<file path="src/rtl/iaq_pkg.sv">
// Shared constants for the G.726 inverse adaptive quantizer: rate codes, widths
// and the RECONST log-magnitude tables indexed by the decoded magnitude.
package iaq_pkg;

  localparam logic [1:0] RATE_40K = 2'b00;
  localparam logic [1:0] RATE_32K = 2'b01;
  localparam logic [1:0] RATE_24K = 2'b10;
  localparam logic [1:0] RATE_16K = 2'b11;

  localparam int Y_W  = 13;
  localparam int DQ_W = 15;

  // Log of zero: drives DQL negative for any legal Y, which forces DQMAG to 0.
  localparam logic signed [11:0] DQLN_MIN = 12'sh800;

  localparam logic signed [11:0] DQLN_40K [16] = '{
    DQLN_MIN, -12'sd66, 12'sd28,  12'sd104, 12'sd169, 12'sd224, 12'sd274, 12'sd318,
    12'sd358, 12'sd395, 12'sd429, 12'sd459, 12'sd488, 12'sd514, 12'sd539, 12'sd566
  };

  localparam logic signed [11:0] DQLN_32K [8] = '{
    DQLN_MIN, 12'sd4, 12'sd135, 12'sd213, 12'sd273, 12'sd323, 12'sd373, 12'sd425
  };

  localparam logic signed [11:0] DQLN_24K [4] = '{
    DQLN_MIN, 12'sd135, 12'sd273, 12'sd373
  };

  localparam logic signed [11:0] DQLN_16K [2] = '{
    12'sd116, 12'sd365
  };

endpackage

</file>
<file path="src/rtl/reconst_lut.sv">
// RECONST lookup: (rate, magnitude index) -> DQLN, purely combinational.
module reconst_lut
  import iaq_pkg::*;
(
  input  logic [1:0]  rate_i,
  input  logic [3:0]  mag_i,
  output logic [11:0] dqln_o
);

  always_comb begin
    dqln_o = DQLN_MIN;
    case (rate_i)
      RATE_40K: dqln_o = DQLN_40K[mag_i];
      RATE_32K: dqln_o = DQLN_32K[mag_i[2:0]];
      RATE_24K: dqln_o = DQLN_24K[mag_i[1:0]];
      default:  dqln_o = DQLN_16K[mag_i[0]];
    endcase
  end

endmodule

</file>
<file path="src/rtl/inv_adap_quan_pipe.sv">
// G.726 inverse adaptive quantizer (RECONST / ADDA / ANTILOG), 3 enabled cycles, hold freezes all stages.
// Optional IAQ_SAMPLE_COUNT_EN adds a saturating count of emitted samples on sample_cnt.
module inv_adap_quan_pipe #(
  parameter int PIPE_STAGES = 3,
  parameter int Y_W         = iaq_pkg::Y_W,
  parameter int DQ_W        = iaq_pkg::DQ_W
) (
  input  logic            CLK,
  input  logic            reset,
  input  logic            hold,
  input  logic            in_valid,
  input  logic [4:0]      IC,
  input  logic [1:0]      RATE,
  input  logic [Y_W-1:0]  Y,
  output logic            out_valid,
  output logic [DQ_W-1:0] DQ,
  output logic [11:0]     DQLN_o
`ifdef IAQ_SAMPLE_COUNT_EN
  ,
  output logic [15:0]     sample_cnt
`endif
);

  import iaq_pkg::*;

  if (PIPE_STAGES != 3) begin : g_bad_depth
    $error("inv_adap_quan_pipe: PIPE_STAGES must be 3");
  end

  logic            v1_q, v2_q, v3_q;
  logic            dqs1_q, dqs2_q;
  logic [11:0]     dqln_q;
  logic [Y_W-1:0]  y_q;
  logic [11:0]     dql_q;
  logic [DQ_W-1:0] dq_q;

  // ---------------- Stage 1: codeword decode + RECONST ----------------
  logic        dqs_d;
  logic [3:0]  mag_d;
  logic [11:0] dqln_d;

  always_comb begin
    dqs_d = 1'b0;
    mag_d = 4'd0;
    case (RATE)
      RATE_40K: begin
        dqs_d = IC[4];
        mag_d = IC[4] ? ~IC[3:0] : IC[3:0];
      end
      RATE_32K: begin
        dqs_d = IC[3];
        mag_d = {1'b0, (IC[3] ? ~IC[2:0] : IC[2:0])};
      end
      RATE_24K: begin
        dqs_d = IC[2];
        mag_d = {2'b00, (IC[2] ? ~IC[1:0] : IC[1:0])};
      end
      default: begin
        // 2-bit codes fold sign into the single magnitude bit.
        dqs_d = IC[1];
        mag_d = {3'b000, IC[0] ^ IC[1]};
      end
    endcase
  end

  reconst_lut u_reconst_lut (
    .rate_i (RATE),
    .mag_i  (mag_d),
    .dqln_o (dqln_d)
  );

  always_ff @(posedge CLK or negedge reset) begin
    if (!reset) begin
      v1_q   <= 1'b0;
      dqs1_q <= 1'b0;
      dqln_q <= 12'd0;
      y_q    <= '0;
    end else if (!hold) begin
      v1_q <= in_valid;
      if (in_valid) begin
        dqs1_q <= dqs_d;
        dqln_q <= dqln_d;
        y_q    <= Y;
      end
    end
  end

  // ---------------- Stage 2: ADDA, log-domain scaling ----------------
  logic [11:0] dql_d;
  logic        unused_y;

  assign dql_d    = dqln_q + {1'b0, y_q[Y_W-1:2]};
  assign unused_y = ^y_q[1:0];

  always_ff @(posedge CLK or negedge reset) begin
    if (!reset) begin
      v2_q   <= 1'b0;
      dqs2_q <= 1'b0;
      dql_q  <= 12'd0;
    end else if (!hold) begin
      v2_q <= v1_q;
      if (v1_q) begin
        dqs2_q <= dqs1_q;
        dql_q  <= dql_d;
      end
    end
  end

  // ---------------- Stage 3: ANTILOG ----------------
  logic [3:0]  dex;
  logic [7:0]  dqt;
  logic [29:0] ant_sh;
  logic [13:0] dqmag_d;
  logic        unused_ant;

  assign dex = dql_q[10:7];
  assign dqt = {1'b1, dql_q[6:0]};
  // Shift left by DEX then take bits [27:14]: same as (DQT<<7)>>(14-DEX) without a negative shift.
  assign ant_sh     = {15'd0, dqt, 7'd0} << dex;
  assign dqmag_d    = dql_q[11] ? 14'd0 : ant_sh[27:14];
  assign unused_ant = ^{ant_sh[29:28], ant_sh[13:0]};

  always_ff @(posedge CLK or negedge reset) begin
    if (!reset) begin
      v3_q <= 1'b0;
      dq_q <= '0;
    end else if (!hold) begin
      v3_q <= v2_q;
      if (v2_q) begin
        dq_q <= {dqs2_q, dqmag_d};
      end
    end
  end

  assign out_valid = v3_q;
  assign DQ        = dq_q;
  assign DQLN_o    = dqln_q;

`ifdef IAQ_SAMPLE_COUNT_EN
  logic [15:0] cnt_q;

  always_ff @(posedge CLK or negedge reset) begin
    if (!reset) begin
      cnt_q <= 16'd0;
    end else if (v3_q && !hold && (cnt_q != 16'hFFFF)) begin
      cnt_q <= cnt_q + 16'd1;
    end
  end

  assign sample_cnt = cnt_q;
`else
`endif

endmodule
</file>
<file path="config.mk">
export PLATFORM = sky130hd
export DESIGN_NAME = inv_adap_quan_pipe
export DESIGN_NICKNAME = d
export VERILOG_FILES = /design/src/rtl/iaq_pkg.sv /design/src/rtl/reconst_lut.sv /design/src/rtl/inv_adap_quan_pipe.sv
export SDC_FILE = /design/constraint.sdc
export NUM_CORES = 1
export LEC_CHECK = 0
export CAP_MARGIN = 0
export CORE_UTILIZATION = 50
export CTS_CLUSTER_DIAMETER = 100
export DETAILED_ROUTE_END_ITERATION = 10
export PLACE_DENSITY = 0.77
export SYNTH_ARGS = -nofsm -noshare
export SYNTH_HDL_FRONTEND = slang
export SYNTH_SLANG_ARGS = --single-unit
</file>
<file path="constraint.sdc">
create_clock -name CLK -period 1.8 [get_ports CLK]
set_input_delay 0.18 -clock CLK [delete_from_list [all_inputs] [get_ports CLK]]
set_output_delay 0.18 -clock CLK [all_outputs]
set_load 0.01 [all_outputs]
</file>
## After elaboration in Yosys (flattened, before gate mapping)

Memories as Yosys holds them, arrays and structs flattened.
Cells that the tools add are included.

- Output and inout bits: 28
- Memories: 2
- ROM bits: 288
- Flip-flop bits (word level): 57
- Logic and storage cells: 49
- Bits of input ports: 24

Memory list:

| memory | depth | width | read ports | clocked after Yosys merged registers in | wr ports | line | RTL |
|---|---|---|---|---|---|---|---|
| (no name shown) | 16 | 12 | 1 | 0 | 0 | reconst_lut.sv:13 | `RATE_40K: dqln_o = DQLN_40K[mag_i];` |
| (no name shown) | 8 | 12 | 1 | 0 | 0 | reconst_lut.sv:14 | `RATE_32K: dqln_o = DQLN_32K[mag_i[2:0]];` |

- Add/subtract/negate cells: 1
- Muxes and demuxes: 17
- Reductions and logical operators: 4
- Eq/ne operators: 2
- Shift operators: 1
- Order comparisons: 4
- Bitwise gates (word level): 9

Operators with widths:

| operator | count |
|---|---|
| $mux W12 | 8 |
| $pmux W12 S3 | 1 |
| $shl A15 B4 Y28 | 1 |
| $bmux W12 S2 | 1 |
| $mux W14 | 1 |
| $add A12 B11 Y12 | 1 |
| $pmux W4 S3 | 1 |
| $mux W9 | 1 |
| $reduce_and A2 Y1 | 3 |
| $ge A5 B5 Y1 const B | 1 |
| $not A4 Y5 | 1 |
| $ge A4 B4 Y1 const B | 1 |
| $mux W4 | 1 |
| $not A3 Y4 | 1 |
| $not A4 Y4 | 1 |
| $ge A3 B3 Y1 const B | 1 |
| $mux W3 | 1 |
| $not A2 Y3 | 1 |
| $not A3 Y3 | 1 |
| $pmux W1 S3 | 1 |
| $eq A2 B1 Y1 const B | 1 |
| $eq A2 B2 Y1 const B | 1 |
| $ge A2 B2 Y1 const B | 1 |
| $logic_not A2 Y1 | 1 |
| other kinds (5) | 5 |

## Logic depth before layout (Yosys ltp)

Gate-level depths: netlist of run 1.

- Word-level depth: 8
- Mapped depth: 12
- Gate-level depth less buffers: 10

## Modules after synthesis

Synthesis of run 1 repeated with hierarchy kept, for this count alone.

- Cells, all modules: 390
- Area, all modules: 3698.5 um^2

By module, submodules not included:

| module | cells each | area each (um^2) | times used | seq. area each (um^2) |
|---|---|---|---|---|
| inv_adap_quan_pipe | 292 | 3054.2 | 1 | 1376.3 |
| reconst_lut | 98 | 644.4 | 1 | 0.0 |

## Worst setup path after synthesis of run 1

OpenSTA, ideal clock, no wires.

- Path type: input-to-reg
- From: input RATE[0]
- To: register dqln_q[3], in the netlist DQLN_o[3]
- Buffers on the path: 1
- Data arrival time: 2.334 ns
- Library setup time: 0.126 ns
- Stages on the path: 9
- Setup slack: -0.660 ns
- Required time: 1.674 ns
- Path through: buf_6 mux2i_4 mux2i_1 xnor2_1 ha_1 maj3_1 mux2i_1 a211oi_1 o32a_1

- Longest elaborated chain between the ends: 7
- Elaborated cells between the ends (all ways): 21
- Classes of those cells: 2 x eq/ne; 12 x mux; 4 x bitwise; 1 x reduce/logical; 2 x memory

RTL lines:

| what | line | RTL |
|---|---|---|
| start: declaration | inv_adap_quan_pipe.sv:13 | `input logic [1:0] RATE,` |
| $eq A2 B2 Y1, or another cell as far along | reconst_lut.sv:12, inv_adap_quan_pipe.sv:45 |  |
| $pmux W4 S3 | inv_adap_quan_pipe.sv:45 | `case (RATE)` |
| $not A4 Y5 (implied by the code), or another cell as far along | reconst_lut.sv:13 |  |
| $mem_v2 Z16 W12, or another cell as far along | -- |  |
| $mux W12, on equally long branches (2 in a row) | -- |  |
| $pmux W12 S3 * | reconst_lut.sv:12 | `case (rate_i)` |
| end signal: assignment | inv_adap_quan_pipe.sv:82 | `dqln_q <= dqln_d;` |
| end: declaration | inv_adap_quan_pipe.sv:32 | `logic [11:0] dqln_q;` |

Every way passes the cells marked *; elsewhere a longest branch is shown, timed or not. The select of a mux whose other input is x is not followed.
A chain may end at the register's enable or synchronous reset.

## Worst setup path after layout of run 1

- From: register dqln_q[0], in the netlist DQLN_o[0]
- To: register dql_q[10]

- Longest elaborated chain between the ends: 1

RTL lines:

| what | line | RTL |
|---|---|---|
| $add A12 B11 Y12 | inv_adap_quan_pipe.sv:92 | `assign dql_d = dqln_q + {1'b0, y_q[Y_W-1:2]};` |
| end signal: assignment | inv_adap_quan_pipe.sv:104 | `dql_q <= dql_d;` |
| end: declaration | inv_adap_quan_pipe.sv:34 | `logic [11:0] dql_q;` |

No other way between the ends.

==> results of run 1 <==
-- logic make-up (layout without fill, tap and decap cells) --
logic type      Yosys count  after routing  synth area share (%)
simple gates            178            178                  21.3
compound gates          121            121                  20.1
flops                    55             55                  36.0
buf+inv                  41            152                  4.74
mux                      23             23                  8.07
fa+ha+maj                19             19                  6.34
xor+xnor                 15             15                  3.43
-- registers in the layout, summed over array words and instances, names as in the netlist, 11 cells and up --
register	cells
y_q	11
DQ	15
DQLN_o	12
dql_q	12
-- synth_stat cells (2+ instances only) --
library cell / instances
inv_1: 10
clkbuf_1: 18
o21ai_1: 2
a221oi_1: 2
and3_1: 3
buf_2: 9
mux4_2: 2
nor3b_1: 7
o22ai_1: 5
a211oi_1: 10
o211ai_1: 3
o21bai_1: 2
a31oi_1: 9
xnor2_1: 6
or2_2: 2
a21oi_1: 27
nand2b_1: 10
nand2_1: 100
buf_6: 2
o21ai_0: 32
or3_1: 3
nand4_1: 7
ha_1: 17
mux2i_4: 2
o21a_1: 5
mux2i_1: 11
dfrtp_1: 55
or4_1: 2
a22oi_1: 3
nand3_1: 11
o31ai_1: 3
mux2_2: 6
o221ai_1: 5
nor2b_1: 6
a21o_1: 3
nor3_1: 3
xor2_1: 9
nor2_1: 20
-- critical path, delay by kind of cell, from the launching register on --
family | cells | cell delay [ps]
fa+ha+maj | 2 | 550
compound gates | 5 | 830
flops | 1 | 430
-- worst min-delay path by stage --
stage                     startpoint                     to  cells after the start
final                        RATE[0]  DQLN_o[2]$_DFFE_PN0P_                      4
after floorplan                reset  DQLN_o[0]$_DFFE_PN0P_                      0
after CTS                    RATE[0]  DQLN_o[2]$_DFFE_PN0P_                      4
after global placement         reset      DQ[3]$_DFFE_PN0P_                      1
after global routing         RATE[0]  DQLN_o[2]$_DFFE_PN0P_                      4
after detailed placement       reset      DQ[3]$_DFFE_PN0P_                      1
-- layout make-up --
class,instances,area (um^2),area share [%]
clock buffers,6,72.6,1.39
flip-flops and latches,55,1380,26.4
multi-input cells,356,2450,46.9
inverters,10,37.5,0.718
repair buffers,134,1120,21.5
clock inverters,2,38.8,0.742
well taps,99,124,2.37
-- through the flow --
stage,TNS (ps),cell area [um^2]
floorplan,-1510,3880
global placement,-8540,4920
detailed placement,-9170,4920
CTS,-114,5130
global route,-608,5230
finish,-143,5230
-- routing by layer --
metal / vias to the layer above / GRT usage [%] / share of wire [%]
li1: 1830 / - / -
met1: 1808 / 39.9 / 43
met2: 150 / 46.8 / 49
met3: 29 / 2.77 / 5.1
met4: 0 / 10.4 / 3.0
met5: - / 0 / 0
-- repair_timing --
item                       CTS  global route
gates resized for setup     45            18
setup endpoints to repair   20            16
pin swaps                   10             6
hold endpoints to repair    23             0
hold buffers                 1             0
buffers inserted             5             3
-- power breakdown --
| group | internal [W] | switching, W |
|---|---|---|
| clock | 0.000422 | 0.000454 |
| combinational | 0.00148 | 0.00140 |
| sequential | 0.00158 | 0.000359 |
| total | 0.00348 | 0.00221 |
==> impl_metrics.env, run 1 <==
export IMPL_dp_cells=645
export IMPL_grt_pass1_wl_mm=17.5
export IMPL_areaGrowthSynthToFinish_pct=36.6
export IMPL_max_cap_violations=0
export IMPL_synth_largest_area_cell="dfrtp_1"
export IMPL_grt_pass1_vias=3544
export IMPL_crit_fanout=3
export IMPL_rr_endpoint="dql_q[10]$_DFFE_PN0P_"
export IMPL_synthArstFlopShare_pct=100
export IMPL_diodes=0
export IMPL_track_usage_pct=28.7
export IMPL_vdd_drop_max_mv=0.629
export IMPL_hold_viol=0
export IMPL_synth_edf_count=0
export IMPL_path_clk_slew_ps=110
export IMPL_worstMarginPinSlew_ps=529
export IMPL_crit_path_start_kind="register"
export IMPL_wire_per_inst_um=16.9
export IMPL_r2r_start="DQLN_o[0]$_DFFE_PN0P_"
export IMPL_worstHoldPathType="in2reg"
export IMPL_drive_gt1_share_pct=26.1
export IMPL_fin_crit_ps=1880
export IMPL_arrival_ps=2120
export IMPL_skew_ps=2.99
export IMPL_io_buffer_count=49
export IMPL_drt_total_wl_mm=11.2
export IMPL_syn_area_um2=3830
export IMPL_antenna_found_initial=0
export IMPL_fin_crit_sh_pct=104
export IMPL_vias=3817
export IMPL_finalSetupViolCount=3
export IMPL_cts_buffers=5
export IMPL_globalRouteOverflowTotal=0
export IMPL_cp_cell_sequence="ha_4, fa_2, a211oi_2, o21bai_2, a211oi_2, o21ai_1, a31oi_1"
export IMPL_pre_cts_slack_ps=-826
export IMPL_path_class="reg2reg"
export IMPL_synth_avg_cell_area_um2=8.47
export IMPL_final_cells=662
export IMPL_power_w=0.00569
export IMPL_final_cell_mix="nand2_1, buf_4, dfrtp_1"
export IMPL_clkSinkCount=55
export IMPL_start_util_pct=52.2
export IMPL_fin_hold_ws_ps=303
export IMPL_drcViolationCount=0
export IMPL_synthDistinctLibCells=58
export IMPL_crit_start="DQLN_o[0]$_DFFE_PN0P_"
export IMPL_crit_end="dql_q[10]$_DFFE_PN0P_"
export IMPL_worstPathRequired_ps=2040
export IMPL_post_route_util_pct=71.3
export IMPL_syn_instance_count=452
export IMPL_drt_antenna_violating_nets=0
export IMPL_slew_headroom_pct=64.7
export IMPL_synth_seq_cells=55
export IMPL_rows=31
export IMPL_synth_top_area_share_pct=36.0
export IMPL_ys_flop_type="dfrtp_1"
export IMPL_drt_iter0_markers=240
export IMPL_ctsRootBufferMaster="clkbuf_8"
export IMPL_slowest_delay_ps=430
export IMPL_violations="negative setup slack"
export IMPL_clk_latency_ps=310
export IMPL_fp_dieArea_um2=8010
export IMPL_ys_seq_area_share_pct=36.0
export IMPL_leakagePower_nw=2.32
export IMPL_cp_slowest_cell="dfrtp_1"
export IMPL_layout_nets=604
export IMPL_drv_slew=0
export IMPL_gp_congestion=0.931
export IMPL_cts_htree_levels=2
export IMPL_io_pins=52
export IMPL_grt_max_degree=33
export IMPL_core_area_um2=7330
export IMPL_hpwlAfterDp_mm=8.30
export IMPL_cts_tree="built"
export IMPL_setup_worst_path_end_class="register"
export IMPL_num_fill_cells=561
export IMPL_status="finished with violations"
export IMPL_rsz0062_at_grt="true"
export IMPL_dr_pass1_iters=6
export IMPL_synth_area_leaders="dfrtp_1, nand2_1, ha_1"
export IMPL_ys_warn_count=0
export IMPL_rr_worst_depth=7
export IMPL_vias_per_cell=5.77
export IMPL_syn_nets=494
export IMPL_die_h_um=89.5
export IMPL_power_density_nw_per_um2=1090
export IMPL_die_width_um=89.5
export IMPL_fmax_mhz=533
export IMPL_r2r_slack_ps=-80
export IMPL_final_common_cell="nand2_1"
export IMPL_finalWorstSetupSlack_ps=-76.8
export IMPL_cts_buffer_depth=2
export IMPL_cpMostUsedCell="a211oi_2"
(Power assumes the default switching activity.)
==> run 2: changes to the inputs <==
Settings changed: PLACE_DENSITY 0.77 to 0.78.
==> impl_metrics.env, run 2 (synthesis gave the netlist of run 1 again) <==
export IMPL_path_class="reg2reg"
export IMPL_setup_worst_path_end_class="register"
export IMPL_gp_congestion=0.954
export IMPL_rsz0062_at_grt="true"
export IMPL_drt_antenna_violating_nets=0
export IMPL_vias=3806
export IMPL_drt_iter0_markers=297
export IMPL_grt_max_degree=27
export IMPL_cts_htree_levels=2
export IMPL_r2r_start="DQLN_o[0]$_DFFE_PN0P_"
export IMPL_power_density_nw_per_um2=1050
export IMPL_track_usage_pct=28.9
export IMPL_design_area_um2=5220
export IMPL_grt_pass1_wl_mm=17.6
export IMPL_fin_crit_sh_pct=104
export IMPL_num_fill_cells=594
export IMPL_core_area_um2=7330
export IMPL_drive_gt1_share_pct=25.9
export IMPL_path_clk_slew_ps=110
export IMPL_violations="negative setup slack"
export IMPL_rows=31
export IMPL_drv_slew=0
export IMPL_vdd_drop_max_mv=0.471
export IMPL_arrival_ps=2060
export IMPL_skew_ps=14.5
export IMPL_drt_total_wl_mm=11.0
export IMPL_hold_viol=0
export IMPL_crit_fanout=3
export IMPL_antenna_found_initial=0
export IMPL_largest_reg_flops=15
export IMPL_start_util_pct=52.2
export IMPL_cts_buffer_depth=2
export IMPL_globalRouteOverflowTotal=0
export IMPL_finalWorstSetupSlack_ps=-65.3
export IMPL_fp_dieArea_um2=8010
export IMPL_areaGrowthSynthToFinish_pct=36.4
export IMPL_clkSinkCount=55
export IMPL_crit_path_start_kind="register"
export IMPL_die_width_um=89.5
export IMPL_wire_per_inst_um=16.7
export IMPL_dpl_cell_area_um2=4920
export IMPL_layout_nets=604
export IMPL_worstPathRequired_ps=2000
export IMPL_cts_buffers=5
export IMPL_dr_pass1_iters=5
export IMPL_fin_crit_ps=1870
export IMPL_diodes=0
export IMPL_worstMarginPinSlew_ps=540
export IMPL_worstHoldPathType="in2async"
export IMPL_r2r_slack_ps=-70
export IMPL_io_buffer_count=49
export IMPL_status="finished with violations"
export IMPL_crit_start="DQLN_o[0]$_DFFE_PN0P_"
export IMPL_fmax_mhz=536
export IMPL_leakagePower_nw=2.32
export IMPL_max_cap_violations=0
export IMPL_hpwlAfterDp_mm=8.38
export IMPL_final_cell_mix="nand2_1, buf_4, dfrtp_1"
export IMPL_io_pins=52
export IMPL_slew_headroom_pct=64.0
export IMPL_setup_tns_ps=-139
export IMPL_cts_tree="built"
export IMPL_finalSetupViolCount=3
export IMPL_die_h_um=89.5
export IMPL_vias_per_cell=5.75
export IMPL_clk_latency_ps=320
export IMPL_ctsRootBufferMaster="clkbuf_8"
export IMPL_final_common_cell="nand2_1"
export IMPL_grt_pass1_vias=3644
export IMPL_drcViolationCount=0
## run 2: repair_timing
| action | CTS | global route |
|---|---|---|
| setup endpoints to repair | 20 | 16 |
| endpoints found under the hold margin | 22 | 0 |
| buffers inserted | 4 | 4 |
| hold buffers | 1 | 0 |
| pin swaps | 5 | 12 |
| resized for setup | 36 | 27 |
## run 2: routing by layer
| layer | vias to the layer above | part of all wire [%] | track usage [%] |
|---|---|---|---|
| li1 | 1823 | - | - |
| met1 | 1828 | 43 | 37.7 |
| met2 | 127 | 48 | 47.3 |
| met3 | 28 | 5.5 | 4.89 |
| met4 | 0 | 3.2 | 12.7 |
| met5 | - | 0 | 0 |
## run 2: area by class of cell
| cell class | instances | area [um^2] | share of cell area (%) |
|---|---|---|---|
| multi-input combinational | 356 | 2460 | 47.1 |
| sequential | 55 | 1380 | 26.4 |
| timing repair buffer | 134 | 1130 | 21.6 |
| tap | 99 | 124 | 2.37 |
| clock buffer | 6 | 72.6 | 1.39 |
| inverter | 10 | 40.0 | 0.767 |
| clock inverter | 2 | 16.3 | 0.312 |
## run 2: where the power goes
group	total [W]	internal (W)	switching, W	leakage [nW]
logic	0.00282	0.00147	0.00135	1.59
clock network	0.000707	0.000281	0.000426	0.0418
registers	0.00194	0.00157	0.000365	0.687
## run 2: worst paths after layout
kind / to / cells after the start
max in group asynchronous: DQLN_o[1]$_DFFE_PN0P_ / 3
min: DQ[12]$_DFFE_PN0P_ / 2
min in group CLK: y_q[3]$_DFFE_PN0P_ / 3
max reg2reg: dql_q[6]$_DFFE_PN0P_ / 7
max: dql_q[6]$_DFFE_PN0P_ / 7
min reg2reg: dqs2_q$_DFFE_PN0P_ / 2
## run 2: stage by stage
step           hold WS [ps]  std cells  worst slack [ps]  util (%)  power, W
6_report                367        662             -65.3      71.2   0.00546
3_5_place_dp            191        645              -864      67.2   0.00457
5_1_grt                 387        662              -147      71.2   0.00588
2_1_floorplan          -116        452              -383         -   0.00342
4_1_cts                 376        658             -78.6      69.4   0.00535
3_3_place_gp            175        645              -819      67.2   0.00449
## run 2: critical path, cell delays in order, from the launching register on
cell and delay, ps:
dfrtp_1 440, ha_4 180, fa_2 360, a211oi_2 210
o21bai_2 110, a21oi_1 180, xor2_1 160, o21ai_0 100
==> run 3: changes to the inputs <==
Settings changed: MAX_ROUTING_LAYER set to met4, PLACE_DENSITY 0.78 to unset, PLACE_DENSITY_LB_ADDON set to 0.2.
==> impl_metrics.env, run 3 (synthesis gave the netlist of run 1 again) <==
export IMPL_path_clk_slew_ps=100
export IMPL_layout_nets=607
export IMPL_worstPathRequired_ps=2030
export IMPL_status="finished with violations"
export IMPL_core_area_um2=7330
export IMPL_grt_pass1_wl_mm=18.0
export IMPL_power_w=0.00551
export IMPL_cpMostUsedCell="a211oi_2"
export IMPL_crit_fanout=3
export IMPL_largest_reg_flops=15
export IMPL_diodes=0
export IMPL_cts_buffers=5
export IMPL_critical_path_top_delay_family="compound AO/OA/AOI/OAI gates"
export IMPL_grt_pass1_vias=3721
export IMPL_fin_crit_ps=1950
export IMPL_ctsRootBufferMaster="clkbuf_8"
export IMPL_skew_ps=11.1
export IMPL_areaGrowthSynthToFinish_pct=38.6
export IMPL_slew_headroom_pct=67.1
export IMPL_cts_tree="built"
export IMPL_hold_viol=0
export IMPL_rows=31
export IMPL_slowest_delay_ps=410
export IMPL_post_route_util_pct=72.4
export IMPL_cts_buffer_depth=2
export IMPL_cp_slowest_cell="dfrtp_1"
export IMPL_antenna_found_initial=0
export IMPL_drv_slew=0
export IMPL_worstMarginPinSlew_ps=494
export IMPL_max_cap_violations=0
export IMPL_grt_max_degree=56
export IMPL_final_cells=665
export IMPL_finalSetupViolCount=6
export IMPL_worstHoldPathType="in2reg"
export IMPL_path_class="reg2reg"
export IMPL_crit_path_start_kind="register"
export IMPL_cp_cell_sequence="ha_2, fa_2, a211oi_2, o21bai_2, a211oi_2, o21ai_1, a31oi_1"
export IMPL_drive_gt1_share_pct=26.7
export IMPL_hpwlAfterDp_mm=8.33
export IMPL_pre_cts_slack_ps=-934
export IMPL_leakagePower_nw=2.35
export IMPL_io_pins=52
export IMPL_setup_worst_path_end_class="register"
export IMPL_dr_pass1_iters=5
export IMPL_critPathBufInv=0
export IMPL_vias_per_cell=5.80
export IMPL_drcViolationCount=0
export IMPL_dp_cells=645
export IMPL_final_common_cell="nand2_1"
export IMPL_cts_htree_levels=2
export IMPL_fin_crit_sh_pct=108
export IMPL_drt_iter0_markers=292
export IMPL_wire_per_inst_um=17.0
export IMPL_drt_antenna_violating_nets=0
export IMPL_vias=3855
export IMPL_violations="negative setup slack"
export IMPL_fp_dieArea_um2=8010
export IMPL_clk_latency_ps=310
export IMPL_track_usage_pct=30.5
export IMPL_arrival_ps=2180
export IMPL_start_util_pct=52.2
export IMPL_die_h_um=89.5
export IMPL_clkSinkCount=55
export IMPL_io_buffer_count=49
export IMPL_gp_congestion=0.931
export IMPL_drt_total_wl_mm=11.3
export IMPL_fin_hold_ws_ps=293
export IMPL_vdd_drop_max_mv=0.466
export IMPL_globalRouteOverflowTotal=0
export IMPL_fmax_mhz=514
export IMPL_rsz0062_at_grt="true"
export IMPL_die_width_um=89.5
export IMPL_final_cell_mix="nand2_1, buf_4, dfrtp_1"
export IMPL_finalWorstSetupSlack_ps=-145
export IMPL_power_density_nw_per_um2=1040
[run 3: tightest hold or removal path: cells and delay by family]
kind | cells | cell delay, ps
compound gates | 1 | 70
buf+inv | 2 | 260
simple gates | 1 | 60
[run 3: path summary, 6_finish.rpt]
kind | from | to | slack, ps | depth (start not counted)
max | y_q[2]$_DFFE_PN0P_ | dql_q[10]$_DFFE_PN0P_ | -150 | 7
min | RATE[0] | DQLN_o[2]$_DFFE_PN0P_ | 290 | 4
max reg2reg | y_q[2]$_DFFE_PN0P_ | dql_q[10]$_DFFE_PN0P_ | -150 | 7
min reg2reg | dqs2_q$_DFFE_PN0P_ | dqs2_q$_DFFE_PN0P_ | 480 | 2
max in group asynchronous | reset | DQLN_o[3]$_DFFE_PN0P_ | 1140 | 3
min in group asynchronous | reset | dqs1_q$_DFFE_PN0P_ | 400 | 3
[run 3: area by class of cell]
class	count	area, um^2
Multi-Input combinational cell	356	2490
Clock inverter	2	12.5
Clock buffer	6	72.6
Sequential cell	55	1380
Inverter	10	37.5
Timing Repair Buffer	137	1190
Fill cell	557	2020
Tap cell	99	124
[run 3: routing by layer]
metal | vias up | part of all wire [%] | global-route usage (%)
li1 | 1833 | - | -
met4 | 0 | 3.4 | 10.7
met3 | 40 | 5.5 | 3.97
met2 | 145 | 49 | 50.3
met5 | - | 0 | -
met1 | 1837 | 42 | 38.5
[run 3: report_power, final]
group	internal, W	switching (W)
sequential	0.00157	0.000352
clock	0.000273	0.000419
combinational	0.00151	0.00138
[run 3: per-stage QoR]
| stage | setup TNS, ps | instance area (um^2) |
|---|---|---|
| finish | -484 | 5310 |
| global route | -930 | 5310 |
| CTS | -265 | 5120 |
| detailed placement | -9710 | 4920 |
| global placement | -8740 | 4920 |
| floorplan | -1510 | 3880 |
[run 3: repair_timing]
item	in CTS	in global routing
gates resized for setup	48	24
pin swaps	9	15
setup endpoints to repair	19	14
hold endpoints to repair	55	0
setup buffers	5	7
hold buffers	1	0
